$ cat config.mk
export PLATFORM = sky130hd
export DESIGN_NAME = change_dispenser
export DESIGN_NICKNAME = d
export VERILOG_FILES = /design/src/rtl/change_dispenser_pkg.sv /design/src/rtl/denom_select.sv /design/src/rtl/change_dispenser.sv
export SDC_FILE = /design/constraint.sdc
export NUM_CORES = 1
export LEC_CHECK = 0
export CAP_MARGIN = 20
export CORE_MARGIN = 2
export CORE_UTILIZATION = 30
export DETAILED_ROUTE_END_ITERATION = 16
export GPL_TIMING_DRIVEN = 0
export PLACE_DENSITY = 0.54
export SLEW_MARGIN = 20
export SYNTH_ARGS = -nofsm -noshare
export SYNTH_HDL_FRONTEND = slang
export SYNTH_SLANG_ARGS = --single-unit
export TNS_END_PERCENT = 5
$ cat constraint.sdc
create_clock -name clock -period 6.7 [get_ports clock]
set_input_delay 2.01 -clock clock [delete_from_list [all_inputs] [get_ports clock]]
set_output_delay 2.01 -clock clock [all_outputs]
set_load 0.05 [all_outputs]
$ cat src/rtl/change_dispenser_pkg.sv
// Shared definitions for the change dispenser: FSM states, denomination codes and values, error codes.
// Denomination index i always matches bit i of the one-hot code.
package change_dispenser_pkg;

    typedef enum logic [2:0] {
        ST_IDLE,
        ST_CHECK,
        ST_SELECT,
        ST_DISPENSE,
        ST_DONE
    } state_e;

    localparam int NUM_DENOM = 4;

    localparam logic [3:0] DENOM_NONE = 4'b0000;
    localparam logic [3:0] DENOM_500  = 4'b0001;
    localparam logic [3:0] DENOM_1000 = 4'b0010;
    localparam logic [3:0] DENOM_2000 = 4'b0100;
    localparam logic [3:0] DENOM_5000 = 4'b1000;

    localparam logic [15:0] VAL_500  = 16'd500;
    localparam logic [15:0] VAL_1000 = 16'd1000;
    localparam logic [15:0] VAL_2000 = 16'd2000;
    localparam logic [15:0] VAL_5000 = 16'd5000;

    localparam logic [3:0] ERR_OK       = 4'b0000;
    localparam logic [3:0] ERR_NOT_MULT = 4'b0001;
    localparam logic [3:0] ERR_NO_STOCK = 4'b0010;
    localparam logic [3:0] ERR_TIMEOUT  = 4'b0100;

    function automatic logic [15:0] denom_value(input logic [3:0] code);
        logic [15:0] v;
        case (code)
            DENOM_500:  v = VAL_500;
            DENOM_1000: v = VAL_1000;
            DENOM_2000: v = VAL_2000;
            DENOM_5000: v = VAL_5000;
            default:    v = 16'd0;
        endcase
        return v;
    endfunction

endpackage

$ cat src/rtl/denom_select.sv
// Greedy denomination picker: largest note not above the amount owed that is still in stock.
// Purely combinational; found_o low means nothing fits.
module denom_select
    import change_dispenser_pkg::*;
(
    input  logic [15:0] remaining_i,
    input  logic [7:0]  inv_500_i,
    input  logic [7:0]  inv_1000_i,
    input  logic [7:0]  inv_2000_i,
    input  logic [7:0]  inv_5000_i,
    output logic [3:0]  denom_o,
    output logic        found_o
);

    always_comb begin
        denom_o = DENOM_NONE;
        found_o = 1'b0;
        if (remaining_i >= VAL_5000 && inv_5000_i != 8'd0) begin
            denom_o = DENOM_5000;
            found_o = 1'b1;
        end else if (remaining_i >= VAL_2000 && inv_2000_i != 8'd0) begin
            denom_o = DENOM_2000;
            found_o = 1'b1;
        end else if (remaining_i >= VAL_1000 && inv_1000_i != 8'd0) begin
            denom_o = DENOM_1000;
            found_o = 1'b1;
        end else if (remaining_i >= VAL_500 && inv_500_i != 8'd0) begin
            denom_o = DENOM_500;
            found_o = 1'b1;
        end
    end

endmodule

$ cat src/rtl/change_dispenser.sv
// Change dispenser: pays out an amount note by note with a valid/ack handshake to the mechanism.
// dispense_valid/dispense_type are registered; an item counts only on the edge where ack is seen high.
module change_dispenser
    import change_dispenser_pkg::*;
#(
    parameter int ACK_TIMEOUT = 16
) (
    input  logic        clock,
    input  logic        reset,
    input  logic        start,
    input  logic [15:0] change_amount,
    input  logic [7:0]  avail_500,
    input  logic [7:0]  avail_1000,
    input  logic [7:0]  avail_2000,
    input  logic [7:0]  avail_5000,
    input  logic        dispense_ack,
    output logic        dispense_valid,
    output logic [3:0]  dispense_type,
    output logic        busy,
    output logic        done,
    output logic [3:0]  error,
    output logic [15:0] remaining,
    output logic [7:0]  out_500,
    output logic [7:0]  out_1000,
    output logic [7:0]  out_2000,
    output logic [7:0]  out_5000
);

    localparam int CW = $clog2(ACK_TIMEOUT + 1);
    localparam logic [CW-1:0] TO_LAST = CW'(ACK_TIMEOUT - 1);

    state_e          state_q, state_d;
    logic [15:0]     remaining_q, remaining_d;
    logic [7:0]      inv_q [NUM_DENOM];
    logic [7:0]      inv_d [NUM_DENOM];
    logic [7:0]      out_q [NUM_DENOM];
    logic [7:0]      out_d [NUM_DENOM];
    logic [7:0]      avail [NUM_DENOM];
    logic [3:0]      error_q, error_d;
    logic [3:0]      type_q, type_d;
    logic            valid_q, valid_d;
    logic [CW-1:0]   to_cnt_q, to_cnt_d;
    logic [3:0]      sel_denom;
    logic            sel_found;

    assign avail[0] = avail_500;
    assign avail[1] = avail_1000;
    assign avail[2] = avail_2000;
    assign avail[3] = avail_5000;

    denom_select u_denom_select (
        .remaining_i (remaining_q),
        .inv_500_i   (inv_q[0]),
        .inv_1000_i  (inv_q[1]),
        .inv_2000_i  (inv_q[2]),
        .inv_5000_i  (inv_q[3]),
        .denom_o     (sel_denom),
        .found_o     (sel_found)
    );

    always_ff @(posedge clock or posedge reset) begin
        if (reset) begin
            state_q <= ST_IDLE;
        end else begin
            state_q <= state_d;
        end
    end

    always_ff @(posedge clock or posedge reset) begin
        if (reset) begin
            remaining_q <= 16'd0;
            error_q     <= ERR_OK;
            type_q      <= DENOM_NONE;
            valid_q     <= 1'b0;
            to_cnt_q    <= '0;
            for (int i = 0; i < NUM_DENOM; i++) begin
                inv_q[i] <= 8'd0;
                out_q[i] <= 8'd0;
            end
        end else begin
            remaining_q <= remaining_d;
            error_q     <= error_d;
            type_q      <= type_d;
            valid_q     <= valid_d;
            to_cnt_q    <= to_cnt_d;
            for (int i = 0; i < NUM_DENOM; i++) begin
                inv_q[i] <= inv_d[i];
                out_q[i] <= out_d[i];
            end
        end
    end

    always_comb begin
        state_d     = state_q;
        remaining_d = remaining_q;
        error_d     = error_q;
        type_d      = type_q;
        valid_d     = valid_q;
        to_cnt_d    = to_cnt_q;
        inv_d       = inv_q;
        out_d       = out_q;
        case (state_q)
            ST_IDLE: begin
                if (start) begin
                    remaining_d = change_amount;
                    error_d     = ERR_OK;
                    for (int i = 0; i < NUM_DENOM; i++) begin
                        inv_d[i] = avail[i];
                        out_d[i] = 8'd0;
                    end
                    state_d = ST_CHECK;
                end
            end
            ST_CHECK: begin
                if ((remaining_q % VAL_500) != 16'd0) begin
                    error_d = ERR_NOT_MULT;
                    state_d = ST_DONE;
                end else begin
                    state_d = ST_SELECT;
                end
            end
            ST_SELECT: begin
                if (remaining_q == 16'd0) begin
                    state_d = ST_DONE;
                end else if (sel_found) begin
                    type_d   = sel_denom;
                    valid_d  = 1'b1;
                    to_cnt_d = '0;
                    state_d  = ST_DISPENSE;
                end else begin
                    error_d = ERR_NO_STOCK;
                    state_d = ST_DONE;
                end
            end
            ST_DISPENSE: begin
                if (dispense_ack) begin
                    remaining_d = remaining_q - denom_value(type_q);
                    for (int i = 0; i < NUM_DENOM; i++) begin
                        if (type_q[i]) begin
                            out_d[i] = out_q[i] + 8'd1;
                            inv_d[i] = inv_q[i] - 8'd1;
                        end
                    end
                    valid_d = 1'b0;
                    type_d  = DENOM_NONE;
                    state_d = ST_SELECT;
                end else if (to_cnt_q == TO_LAST) begin
                    // The item was never taken, so nothing is counted as paid out.
                    error_d = ERR_TIMEOUT;
                    valid_d = 1'b0;
                    type_d  = DENOM_NONE;
                    state_d = ST_DONE;
                end else begin
                    to_cnt_d = to_cnt_q + 1'b1;
                end
            end
            ST_DONE: begin
                state_d = ST_IDLE;
            end
            default: begin
                state_d = ST_IDLE;
            end
        endcase
    end

    always_comb begin
        busy = (state_q != ST_IDLE);
        done = (state_q == ST_DONE);
    end

    assign dispense_valid = valid_q;
    assign dispense_type  = type_q;
    assign error          = error_q;
    assign remaining      = remaining_q;
    assign out_500        = out_q[0];
    assign out_1000       = out_q[1];
    assign out_2000       = out_q[2];
    assign out_5000       = out_q[3];

endmodule
==> results.ini <==
[final_layout]
drive_gt1_share_pct = 7.50
area_growth_pct = 24.4
antennaDiodeCount = 0
fin_nets = 1125

[drt]
drc = 0
wl_per_cell_um = 18.1
routed-via-count = 7552
dr.pass1.iters = 5
vias_per_cell = 5.46
routed_wirelength_um = 25000
first_iter_violations = 405
antenna_left = 0

[setup_path]
crit_required_ns = 6.99
arrival_ns = 6.55
critPathMaxFanout = 10
start_kind = flop
crit_path_end_kind = flop
critPathKind = reg -> reg

[clock_network]
ctsHoldBuffers = 0
cts_buffers = 9
cts-resized-gates = 0
cts.sinks = 96
clk_pin_slew_ns = 0.07
cts_tree = yes
cts_root_buffer = clkbuf_16
clock_path_buffers = 2
post_cts_buffers = 0
htree_num_levels = 3
insertion_delay_ns = 0.36

[yosys]
synth-simple-area-share_pct = 25.6
synth_cell_type_count = 109
muxShareOfSynthArea_pct = 1.77
yosysMostFrequentCell = nand2_1
syn_nets = 1005
synthFlopType = dfrtp_1
async_flop_share_pct = 100
synth-compound-area-share_pct = 27.6
yosys.area_share.xor_xnor_pct = 4.15
yosysTopAreaCell = dfrtp_1
netlist_area_mm2 = 0.00757
yosysSeqAreaShare_pct = 31.7
yosys_warnings = 0
synth_top_family_by_area = compound AO/OA/AOI/OAI gates
synthAdderAreaFrac_pct = 4.64
netlist_top_cells_count = 103 x nand2_1, 96 x dfrtp_1, 93 x nor2_1
synth_area_leaders = dfrtp_1 32%, o21ai_0 5.2%, nand2_1 5.1%
ys_ff_latch = 96
synth_edf_count = 0
yosysTopAreaCellShare_pct = 31.7
netlist_instances = 928
postSynthAreaPerCell_um2 = 8.16

[floorplanning]
dieArea_mm2 = 0.0265
rows = 58
coreArea_mm2 = 0.0250
die_w_um = 163
io_pins = 111
dieHeight_um = 163
start_util_pct = 30.3

[flow_run]
cap_violations = 0

[sta]
min_period_ns = 6.26
fmax_ghz = 0.160
fin_crit_sh_pct = 93.4
setup-violations-final = 0
tightest_slew_ns = 0.926
fin_tns_setup_ns = 0
hold_viol_final = 0
relSlewSlack_pct = 38.3
skew_ns = 0.0114
drv_slew = 0
rsz0062_at_grt = no

[placement]
place.gp.congestion = 0.818
io_buffers = 108
dp_hpwl_um = 19100

[grt]
antenna_found_initial = 2
grt.total_usage_pct = 19.1
grt_pass1_wl_um = 40300
overflow = 0
grt_pass1_vias = 7289
grt_max_degree = 55

[power_and_ir_drop]
vdd_drop_max_uv = 388
cellPowerDensity_mw_per_mm2 = 583
p_leak_nw = 3.76
totalPowerFinal_mw = 5.50

[hold_path]
hold_class = reg -> reg

[outcome]
outcome = finished clean

==> flip-flops by register name, summed over array words and instances, names as in the netlist <==
signal and flops:
error 3, out_500 8, dispense_valid 1, out_5000 8, state_q 3, out_1000 8, dispense_type 4, out_2000 8
to_cnt_q 5, inv_q 32, remaining 16
==> kinds of logic after synthesis <==
kind of cell,Yosys count
AO/OA/AOI/OAI,296
XOR/XNOR,35
adder cells (fa/ha/maj),28
buffers and inverters,83
flip-flops,96
multiplexers,11
other,1
AND/OR/NAND/NOR,378
==> stage by stage <==
step | setup slack (ns) | utilization, % | std cells | cell area, um^2 | hold WS [ns]
2_1_floorplan | 1.02 | - | 928 | 7570 | 0.449
3_3_place_gp | 0.370 | 36.3 | 1366 | 9070 | 0.462
3_5_place_dp | 0.565 | 36.5 | 1367 | 9100 | 0.467
4_1_cts | 0.524 | 37.7 | 1383 | 9420 | 0.482
5_1_grt | 0.0208 | 37.7 | 1383 | 9420 | 0.506
6_report | 0.439 | 37.7 | 1383 | 9420 | 0.479
==> layout by cell type, fill, tap and decap left out, drive strengths merged, types with 31 or more instances in the layout <==
cell type and instances:
nand3 31, clkbuf 48, a21oi 61, o21ai 85, nor2 94, clkdlybuf4s50 108, nand2 103, dfrtp 96
nor3 33, inv 31
==> path summary, 6_finish.rpt <==
check / end / cells after the start / slack, ns / start
worst max-delay path: error[0] / 21 / 0.44 / remaining[11]
worst min-delay path: to_cnt_q[4] / 2 / 0.48 / to_cnt_q[4]
worst max register to register: error[0] / 21 / 0.44 / remaining[11]
worst min register to register: to_cnt_q[4] / 2 / 0.48 / to_cnt_q[4]
max in group asynchronous: error[0] / 3 / 4.02 / reset
min in group asynchronous: out_5000[5] / 2 / 2.08 / reset
==> where the power goes <==
group	total, mW	internal [mW]	leakage [nW]	switching, mW
sequential	0.945	0.753	1.24	0.192
clock	0.571	0.330	0.157	0.242
combinational	3.98	1.53	2.36	2.45
==> metal layers <==
layer | wire length (um) | GRT usage [%]
met5 | 0 | 0
met4 | 367 | 5.71
met3 | 1430 | 3.69
met2 | 11800 | 31.7
met1 | 11400 | 25.1
==> final cells by class <==
class	instances	area (um^2)
fillers	2636	15500
multi-input cells	749	4830
flip-flops and latches	96	2400
repair buffers	109	1110
well taps	330	413
plain buffers	53	230
clock buffers	10	229
inverters	30	118
clock inverters	6	91.3
==> worst max-delay path: stages (launching register included) <==
cell	delay, ns
dfrtp_1	0.45
buf_2	0.28
o211ai_2	0.16
nor3_1	0.30
o21ai_1	0.23
a21oi_4	0.29
a21oi_1	0.07
o21ai_1	0.58
a211oi_1	0.15
o31ai_1	0.53
a32oi_1	0.21
a22o_1	0.31
o41a_1	0.42
buf_4	0.18
o21a_4	0.25
a21oi_1	0.27
a31o_1	0.15
and3_4	0.21
mux2_4	0.29
a311o_1	0.39
a31oi_1	0.25
o32a_2	0.21
No activity file was read; power rests on OpenSTA's default activity.
